**config.mk**
```make
export PLATFORM = sky130hd
export DESIGN_NAME = multicycle_ctrl
export DESIGN_NICKNAME = d
export VERILOG_FILES = /design/src/rtl/ctrl_defs.sv /design/src/rtl/ctrl_decode.sv /design/src/rtl/multicycle_ctrl.sv
export SDC_FILE = /design/constraint.sdc
export NUM_CORES = 1
export LEC_CHECK = 0
export ABC_CLOCK_PERIOD_IN_PS = 3800
export BUFFER_PORTS_ARGS = -buffer_cell sky130_fd_sc_hd__clkbuf_2
export CORE_ASPECT_RATIO = 0.75
export CORE_MARGIN = 10
export CORE_UTILIZATION = 39
export CTS_CLUSTER_SIZE = 14
export DETAILED_ROUTE_END_ITERATION = 10
export PLACE_DENSITY = 0.65
export RECOVER_POWER = 100
export SLEW_MARGIN = 20
export SYNTH_ARGS = -nofsm -noshare
export SYNTH_HDL_FRONTEND = slang
export SYNTH_HIERARCHICAL = 1
export SYNTH_SLANG_ARGS = --single-unit
```
**constraint.sdc**
```tcl
create_clock -name clk -period 3.8 [get_ports clk]
set_input_delay 0.76 -clock clk [delete_from_list [all_inputs] [get_ports clk]]
set_output_delay 0.76 -clock clk [all_outputs]
set_load 0.01 [all_outputs]
```
**src/rtl/ctrl_defs.sv**
```systemverilog
// Shared definitions for the multicycle controller: state encoding,
// instruction classes, opcode constants and datapath select codes.
package ctrl_defs;

  typedef enum logic [3:0] {
    S_FETCH    = 4'd0,
    S_DECODE   = 4'd1,
    S_MEM_ADDR = 4'd2,
    S_MEM_RD   = 4'd3,
    S_MEM_WB   = 4'd4,
    S_MEM_WR   = 4'd5,
    S_R_EXEC   = 4'd6,
    S_R_WB     = 4'd7,
    S_I_EXEC   = 4'd8,
    S_I_WB     = 4'd9,
    S_BRANCH   = 4'd10,
    S_JUMP     = 4'd11
  } state_e;

  typedef enum logic [2:0] {
    CL_R   = 3'd0,
    CL_MEM = 3'd1,
    CL_I   = 3'd2,
    CL_BR  = 3'd3,
    CL_J   = 3'd4,
    CL_ILL = 3'd5
  } iclass_e;

  localparam logic [5:0] OP_RTYPE = 6'b000000;
  localparam logic [5:0] OP_LW    = 6'b100011;
  localparam logic [5:0] OP_SW    = 6'b101011;
  localparam logic [5:0] OP_ADDI  = 6'b001000;
  localparam logic [5:0] OP_ANDI  = 6'b001100;
  localparam logic [5:0] OP_ORI   = 6'b001101;
  localparam logic [5:0] OP_BEQ   = 6'b000100;
  localparam logic [5:0] OP_J     = 6'b000010;

  localparam logic [1:0] ALUOP_ADD   = 2'b00;
  localparam logic [1:0] ALUOP_SUB   = 2'b01;
  localparam logic [1:0] ALUOP_FUNCT = 2'b10;
  localparam logic [1:0] ALUOP_LOGIC = 2'b11;

  localparam logic [1:0] SRCB_REG    = 2'b00;
  localparam logic [1:0] SRCB_FOUR   = 2'b01;
  localparam logic [1:0] SRCB_IMM    = 2'b10;
  localparam logic [1:0] SRCB_IMM_SH = 2'b11;

  localparam logic [1:0] PCSRC_ALU    = 2'b00;
  localparam logic [1:0] PCSRC_ALUOUT = 2'b01;
  localparam logic [1:0] PCSRC_JUMP   = 2'b10;

endpackage

```
**src/rtl/ctrl_decode.sv**
```systemverilog
// Combinational opcode classifier.
//   opcode_i   : instruction bits [31:26]
//   iclass_o   : instruction class (CL_ILL for unsupported opcodes)
//   is_store_o : memory class op is sw
//   ext_sel_o  : 1 = sign-extend imm16, 0 = zero-extend (andi/ori)
module ctrl_decode
  import ctrl_defs::*;
(
  input  logic [5:0] opcode_i,
  output iclass_e    iclass_o,
  output logic       is_store_o,
  output logic       ext_sel_o
);

  always_comb begin
    iclass_o   = CL_ILL;
    is_store_o = 1'b0;
    ext_sel_o  = 1'b1;
    case (opcode_i)
      OP_RTYPE: iclass_o = CL_R;
      OP_LW:    iclass_o = CL_MEM;
      OP_SW: begin
        iclass_o   = CL_MEM;
        is_store_o = 1'b1;
      end
      OP_ADDI:  iclass_o = CL_I;
      OP_ANDI, OP_ORI: begin
        iclass_o  = CL_I;
        ext_sel_o = 1'b0;
      end
      OP_BEQ:   iclass_o = CL_BR;
      OP_J:     iclass_o = CL_J;
      default:  iclass_o = CL_ILL;
    endcase
  end

endmodule

```
**src/rtl/multicycle_ctrl.sv**
```systemverilog
// Multicycle MIPS-style control FSM (Moore, except the memory-gated
// enables in FETCH/MEM_WR and the DECODE illegal pulse).
//   clk, rst_n       : clock, async active-low reset
//   opcode           : IR[31:26], sampled and held from DECODE onwards
//   mem_ready        : memory access completes in the cycle it is high
//   pc_write .. reg_write, branch : write/access enables
//   ext_sel, iord, reg_dst, mem_to_reg, alu_src_a/b, alu_op, pc_src : selects
//   retire           : pulse in final cycle of each instruction
//   illegal          : pulse in DECODE for unsupported opcodes
module multicycle_ctrl
  import ctrl_defs::*;
#(
  parameter int MEM_HANDSHAKE = 1
) (
  input  logic       clk,
  input  logic       rst_n,
  input  logic [5:0] opcode,
  input  logic       mem_ready,
  output logic       pc_write,
  output logic       ir_write,
  output logic       mem_read,
  output logic       mem_write,
  output logic       reg_write,
  output logic       branch,
  output logic       ext_sel,
  output logic       iord,
  output logic       reg_dst,
  output logic       mem_to_reg,
  output logic       alu_src_a,
  output logic [1:0] alu_src_b,
  output logic [1:0] alu_op,
  output logic [1:0] pc_src,
  output logic       retire,
  output logic       illegal
);

  state_e     state_q, state_d;
  logic [5:0] opc_q;
  logic [5:0] dec_opc;
  iclass_e    dec_class;
  logic       dec_store;
  logic       dec_ext;
  logic       mem_done;

  // One decoder serves both uses: live opcode while in DECODE, the
  // captured copy afterwards so input changes cannot disturb the instruction.
  assign dec_opc  = (state_q == S_DECODE) ? opcode : opc_q;
  assign mem_done = (MEM_HANDSHAKE != 0) ? mem_ready : 1'b1;

  ctrl_decode u_dec (
    .opcode_i   (dec_opc),
    .iclass_o   (dec_class),
    .is_store_o (dec_store),
    .ext_sel_o  (dec_ext)
  );

  always_ff @(posedge clk or negedge rst_n) begin
    if (!rst_n) begin
      state_q <= S_FETCH;
      opc_q   <= '0;
    end else begin
      state_q <= state_d;
      if (state_q == S_DECODE) opc_q <= opcode;
    end
  end

  always_comb begin
    state_d    = state_q;
    pc_write   = 1'b0;
    ir_write   = 1'b0;
    mem_read   = 1'b0;
    mem_write  = 1'b0;
    reg_write  = 1'b0;
    branch     = 1'b0;
    ext_sel    = 1'b1;
    iord       = 1'b0;
    reg_dst    = 1'b0;
    mem_to_reg = 1'b0;
    alu_src_a  = 1'b0;
    alu_src_b  = SRCB_REG;
    alu_op     = ALUOP_ADD;
    pc_src     = PCSRC_ALU;
    retire     = 1'b0;
    illegal    = 1'b0;
    case (state_q)
      S_FETCH: begin
        mem_read  = 1'b1;
        alu_src_b = SRCB_FOUR;
        // rst_n gate keeps IR/PC writes quiet while reset holds us here.
        ir_write  = mem_done & rst_n;
        pc_write  = mem_done & rst_n;
        if (mem_done) state_d = S_DECODE;
      end
      S_DECODE: begin
        alu_src_b = SRCB_IMM_SH;
        case (dec_class)
          CL_R:    state_d = S_R_EXEC;
          CL_MEM:  state_d = S_MEM_ADDR;
          CL_I:    state_d = S_I_EXEC;
          CL_BR:   state_d = S_BRANCH;
          CL_J:    state_d = S_JUMP;
          default: begin
            illegal = 1'b1;
            state_d = S_FETCH;
          end
        endcase
      end
      S_MEM_ADDR: begin
        alu_src_a = 1'b1;
        alu_src_b = SRCB_IMM;
        state_d   = dec_store ? S_MEM_WR : S_MEM_RD;
      end
      S_MEM_RD: begin
        mem_read = 1'b1;
        iord     = 1'b1;
        if (mem_done) state_d = S_MEM_WB;
      end
      S_MEM_WB: begin
        reg_write  = 1'b1;
        mem_to_reg = 1'b1;
        retire     = 1'b1;
        state_d    = S_FETCH;
      end
      S_MEM_WR: begin
        mem_write = 1'b1;
        iord      = 1'b1;
        if (mem_done) begin
          retire  = 1'b1;
          state_d = S_FETCH;
        end
      end
      S_R_EXEC: begin
        alu_src_a = 1'b1;
        alu_op    = ALUOP_FUNCT;
        state_d   = S_R_WB;
      end
      S_R_WB: begin
        reg_write = 1'b1;
        reg_dst   = 1'b1;
        retire    = 1'b1;
        state_d   = S_FETCH;
      end
      S_I_EXEC: begin
        alu_src_a = 1'b1;
        alu_src_b = SRCB_IMM;
        ext_sel   = dec_ext;
        // Zero-extended immediates are exactly the logical ops.
        alu_op    = dec_ext ? ALUOP_ADD : ALUOP_LOGIC;
        state_d   = S_I_WB;
      end
      S_I_WB: begin
        reg_write = 1'b1;
        ext_sel   = dec_ext;
        retire    = 1'b1;
        state_d   = S_FETCH;
      end
      S_BRANCH: begin
        alu_src_a = 1'b1;
        alu_op    = ALUOP_SUB;
        branch    = 1'b1;
        pc_src    = PCSRC_ALUOUT;
        retire    = 1'b1;
        state_d   = S_FETCH;
      end
      S_JUMP: begin
        pc_write = 1'b1;
        pc_src   = PCSRC_JUMP;
        retire   = 1'b1;
        state_d  = S_FETCH;
      end
      default: state_d = S_FETCH;
    endcase
  end

endmodule

```
==> key figures, run 1 <==
Outcome
  – Outcome: completed

Power and ir drop
  – Peak supply drop: 0.000253 V
  – Leak: 0.430 nW
  – Power Total: 0.877 mW
  – P per Cell Area: 817 nW/µm²

STA
  – Slew headroom: 0.458
  – Final Hold Violating Endpoints: 0
  – Worst-margin pin slew: 0.813 ns
  – Pins over their slew limit: 0
  – Setup Viol. Count Final: 0
  – Fin crit period: 3.58 ns
  – Hold WS: 0.501 ns
  – RSZ-0062 raised after global routing: no
  – Max Clock Skew: 0.000456 ns
  – Fin crit share: 0.943
  – FMAX: 279 MHz
  – Setup TNS: 0 ns

Drt
  – First-pass iteration count of the detailed router: 4
  – Via count: 890
  – Drc violations: 0
  – DRT antenna net count: 0
  – Drt total wl: 2.36 mm
  – Wire per inst: 14.5 µm
  – DR vias/cell: 5.49
  – DR iter-0 viols: 30

Die
  – Num ports: 28
  – Core ar.: 2250 µm²
  – Die Y: 61.7 µm
  – Die W: 75.7 µm
  – Initial Utilization: 0.402
  – Site Rows: 15
  – Die area: 4670 µm²

Clocking
  – TritonCTS clock tree: done
  – CTS Root Cell: clkbuf_4
  – # clock sinks: 10
  – CTS clk-pin slew, worst paths: 0.06 ns
  – Clock buffer depth: 2
  – Post-CTS resize count: 0
  – CTS Buf Count: 3
  – H-Tree Depth: 1
  – Clock Latency Late Sink: 0.26 ns

Finish
  – FILL cells: 238
  – Share of cells above drive strength 1: 0.182
  – Net count reported at finish: 148
  – Area Overhead vs Synth: 18.5%
  – Multi-input logic area: 584 µm²
  – Ant diodes: 0
  – Final core occ: 0.477
  – Final Cell Area: 1070 µm²
  – Reg area: 250 µm²

Synthesis
  – Async set-reset flop share out of synthesis: 1.00
  – Synth cell count leaders: dfrtp_1, nor2_1, mux2_2, nor3_1, a21oi_1
  – Seq/Total Area, Yosys: 0.276
  – Post-Syn Instances: 108
  – Xor/xnor share of the synthesized area: 0.00967
  – Post-synthesis cell area: 906 µm²
  – Primary FF master, synth: dfrtp_1
  – Yosys reg bits: 10
  – Synth area leaders: dfrtp_1, mux2_2, nor3_1
  – Top cell type's share of synthesized area: 0.276
  – Mapped Avg Cell Area: 8.39 µm²
  – EDFF count, synth: 0
  – Adder and majority gate portion of the synthesized area: 0
  – Post-synthesis mux area share: 0.109
  – Yosys cell types: 40
  – Compound-gate portion of the synthesized area: 0.188
  – Syn nets: 117
  – Simple-Gate Fraction of Synth Area: 0.344
  – Synth area leader: dfrtp_1
  – Cell with the most instances after synthesis: dfrtp_1
  – Combinational family with the most area after synthesis: simple AND/OR/NAND/NOR gates
  – Yosys warns: 6

Global routing
  – GRT overflow: 0
  – All-Layer GR Usage: 0.0997
  – Initial antenna violation count: 0
  – Vias in the first global route: 782
  – First-pass GRT wire length: 3.71 mm
  – Pin count of the biggest net entering global routing: 24

Worst setup path
  – Crit-path max cell delay: 0.43 ns
  – Worst-path fanout max: 6
  – CP arrival: 2.82 ns
  – Worst EP required: 3.04 ns
  – Crit path depth: 8
  – Critical path endpoint category: primary output
  – Cell family contributing the most delay on the critical path: simple AND/OR/NAND/NOR gates
  – CP cell instances: nor4b_4, buf_4, mux2_1, or3_1, or2_1, or3_1, a21oi_1, clkbuf_2
  – Crit path top cell by count: or3_1
  – Slowest CP cell: or3_1
  – Worst reg2reg path depth: 8
  – Crit path buf inv count: 2
  – Crit start category: flip-flop
  – CP Class: reg -> out

Placement
  – Final GP Congestion: 0.814
  – DP Area: 1060 µm²
  – PortBufs: 27
  – DP HPWL: 1.80 mm

Run
  – MaxCap Viol Count: 0

Worst hold path
  – Hold WC Path Type: in -> async
==> report_power, final <==
group / total [mW] / leakage (nW) / internal (mW) / switching, mW
combinational: 0.635 / 0.292 / 0.274 / 0.360
sequential: 0.174 / 0.123 / 0.155 / 0.0194
clock: 0.0683 / 0.0138 / 0.0364 / 0.0319
total: 0.877 / 0.430 / 0.465 / 0.412
==> cells by family after synthesis <==
kind of cell | count (synthesis)
and+or+nand+nor | 51
AOI/OAI and AO/OA | 24
buffers and inverters | 13
DFF | 10
muxes | 9
xor gates and xnor gates | 1
==> sequential cells by signal (all words and copies together), names as in the netlist <==
name and flops:
opc_q 6, state_q 4
==> cell usage in the layout, fill, tap and decap left out, types with 3 or more instances in the layout <==
cell       n
mux2_1     6
nand2b_1   5
clkbuf_1  18
nor2_1     8
clkbuf_2  10
nand3_1    4
a21oi_1    6
inv_1      4
or3_1      3
clkbuf_4   3
nor3_1     7
nor2b_1    5
o21ai_0    3
dfrtp_1   10
nand2_1    5
nor3b_1    4
buf_4      7
==> final cells by class <==
type	instances	share of cell area
tap	25	0.0291
sequential	10	0.233
timing repair buffer	35	0.159
multi-input combinational	85	0.544
clock buffer	3	0.0210
inverter	4	0.0140
==> path summary, 6_finish.rpt <==
path                                  from          to  slack (ns)
max in group asynchronous            rst_n  state_q[1]        2.88
worst max register to register  state_q[2]  state_q[3]        1.16
worst min register to register    opc_q[1]    opc_q[1]        0.54
min in group clk                  opc_q[1]    opc_q[1]        0.54
worst max-delay path            state_q[2]   alu_op[1]        0.22
worst min-delay path                 rst_n    opc_q[5]        0.50
==> stage by stage <==
stage	setup WS, ns	instances
2_1_floorplan	0.403	108
3_5_place_dp	0.387	156
4_1_cts	0.0952	159
3_3_place_gp	0.421	156
6_report	0.218	162
5_1_grt	0.0828	162
==> what timing repair did <==
action | in CTS | in global routing
hold endpoints to repair | 0 | 0
hold buffers | 0 | 0
setup endpoints to repair | 0 | 1
buffers inserted | 0 | 3
==> routing by layer <==
layer  routed length [µm]  up-vias  global-route usage
met1                 1160      425               0.130
met2                 1120       14               0.164
met4                    0        0              0.0264
li1                     -      451                   -
met5                    0        -                   0
met3                   82        0              0.0190
No activity file was read; power rests on OpenSTA's default activity.
==> inputs of run 2 (changes only) <==
- BUFFER_PORTS_ARGS: -buffer_cell sky130_fd_sc_hd__clkbuf_2 -> -buffer_cell sky130_fd_sc_hd__buf_2
==> key figures, run 2 (synthesis gave the netlist of run 1 again) <==
Finish
  – Commonest non-fill, non-tap cell in the layout: clkbuf_1
  – Commonest cells after routing, fill and taps aside: clkbuf_1, buf_2, dfrtp_1, nor2_1
  – Area Overhead vs Synth: 20.0%
  – Ant diodes: 0
  – Share of cells above drive strength 1: 0.196
  – Largest regs: opc_q (6), state_q (4)
  – Net count reported at finish: 148
  – Most flop-heavy register: opc_q
  – FILL cells: 220
  – Max reg flops: 6
  – Final std cells w/o fill: 163
  – Final Cell Area: 1090 µm²

Clocking
  – Clock Latency Late Sink: 0.27 ns
  – CTS Buf Count: 3
  – CTS clk-pin slew, worst paths: 0.07 ns
  – Hold_buf cts: 0
  – # clock sinks: 10
  – TritonCTS clock tree: done
  – H-Tree Depth: 1
  – Clock buffer depth: 2
  – CTS Root Cell: clkbuf_4

Placement
  – Final GP Congestion: 0.788
  – DP Area: 1060 µm²
  – Post-Place Cells: 156
  – DP HPWL: 1.80 mm
  – PortBufs: 27
  – Pre-CTS setup slack: 0.397 ns

STA
  – RSZ-0062 raised after global routing: no
  – Max Clock Skew: 0.00129 ns
  – FMAX: 276 MHz
  – Final Hold Violating Endpoints: 0
  – Setup TNS: 0 ns
  – Slew headroom: 0.487
  – Hold WS: 0.477 ns
  – Pins over their slew limit: 0
  – Fin crit share: 0.954
  – Worst-margin pin slew: 0.770 ns
  – Setup Viol. Count Final: 0
  – Fin crit period: 3.63 ns
  – Final worst slack: 0.174 ns

Power and ir drop
  – Seq pwr share: 0.190
  – Leak: 0.437 nW
  – Clk pwr share: 0.107
  – Comb pwr share: 0.703
  – Sw power: 0.420 mW
  – Int Power: 0.490 mW
  – P per Cell Area: 837 nW/µm²
  – Sw frac: 0.462
  – Peak supply drop: 0.000288 V

Worst setup path
  – CP arrival: 2.87 ns
  – Slowest CP cell: or3_1
  – Reg-to-reg critical path endpoint: state_q[3]
  – Critical path endpoint category: primary output
  – Crit-path max cell delay: 0.42 ns
  – R2R setup slack: 1.14 ns
  – Start of the worst register-to-register path: state_q[2]
  – Crit start category: flip-flop
  – Crit path top cell by count: or3_1
  – Worst-path fanout max: 6
  – Worst reg2reg path depth: 8
  – CP Class: reg -> out
  – CP cell instances: nor4b_4, buf_4, mux2_2, or3_1, or2_1, or3_1, a21oi_1, buf_2
  – Worst EP required: 3.04 ns

Drt
  – Via count: 904
  – Drc violations: 0
  – DRT antenna net count: 0
  – First-pass iteration count of the detailed router: 4
  – Wire per inst: 14.6 µm
  – Drt total wl: 2.38 mm
  – DR vias/cell: 5.55
  – DR iter-0 viols: 29

Die
  – Die W: 75.7 µm
  – Die area: 4670 µm²
  – Core ar.: 2250 µm²
  – Num ports: 28
  – Site Rows: 15
  – Initial Utilization: 0.402
  – Die Y: 61.7 µm

Global routing
  – Initial antenna violation count: 0
  – All-Layer GR Usage: 0.105
  – Pin count of the biggest net entering global routing: 24
  – Vias in the first global route: 800
  – GRT overflow: 0
  – First-pass GRT wire length: 3.73 mm

Outcome
  – Outcome: completed

Run
  – MaxCap Viol Count: 0

Worst hold path
  – Hold WC Path Type: in -> async
-- run 2: timing repair --
| item | 4_1_cts | 5_1_grt |
|---|---|---|
| buffers inserted | 0 | 3 |
| setup endpoints to repair | 0 | 1 |
| resized for setup | 0 | 0 |
| hold endpoints to repair | 0 | 0 |
-- run 2: critical path, delay by kind of cell (launching register included) --
family / cells / cell delay [ns]
DFF: 1 / 0.41
AOI/OAI and AO/OA: 1 / 0.14
and+or+nand+nor: 4 / 1.34
buffers and inverters: 2 / 0.32
muxes: 1 / 0.37
-- run 2: power groups by stage --
stage	Clock, mW	Combinational, mW	Sequential (mW)
6_report	0.0976	0.640	0.173
3_5_place_dp	0	0.638	0.177
4_1_cts	0.101	0.643	0.175
2_1_floorplan	0	0.482	0.172
3_3_place_gp	0	0.626	0.175
5_1_grt	0.107	0.706	0.179
-- run 2: per-stage QoR --
stage	utilization	power, mW
finish	0.483	0.910
global route	0.483	0.991
CTS	0.486	0.919
detailed placement	0.470	0.815
global placement	0.470	0.801
floorplan	-	0.654
-- run 2: how the worst max path moves through the flow --
| stage | start | end |
|---|---|---|
| detailed placement | state_q[1] | alu_op[1] |
| finish | state_q[2] | alu_op[1] |
| CTS | state_q[1] | alu_op[1] |
| global route | state_q[2] | alu_op[1] |
| global placement | state_q[1] | alu_op[1] |
| floorplan | state_q[3] | alu_op[1] |
-- run 2: area by class of cell --
type,instances,area [µm²],share of cell area
tap,25,31.3,0.0288
timing repair buffer,35,170,0.157
clock buffer,4,36.3,0.0334
multi-input combinational,85,584,0.537
inverter,4,15.0,0.0138
sequential,10,250,0.230
-- run 2: routing by layer --
layer | vias up | GRT usage | wire [µm] | share of wire
li1 | 453 | - | - | -
met1 | 430 | 0.126 | 1100 | 0.46
met2 | 18 | 0.172 | 1160 | 0.49
met3 | 3 | 0.0238 | 95 | 0.040
met4 | 0 | 0.0554 | 18 | 0.0076
met5 | - | 0 | 0 | 0
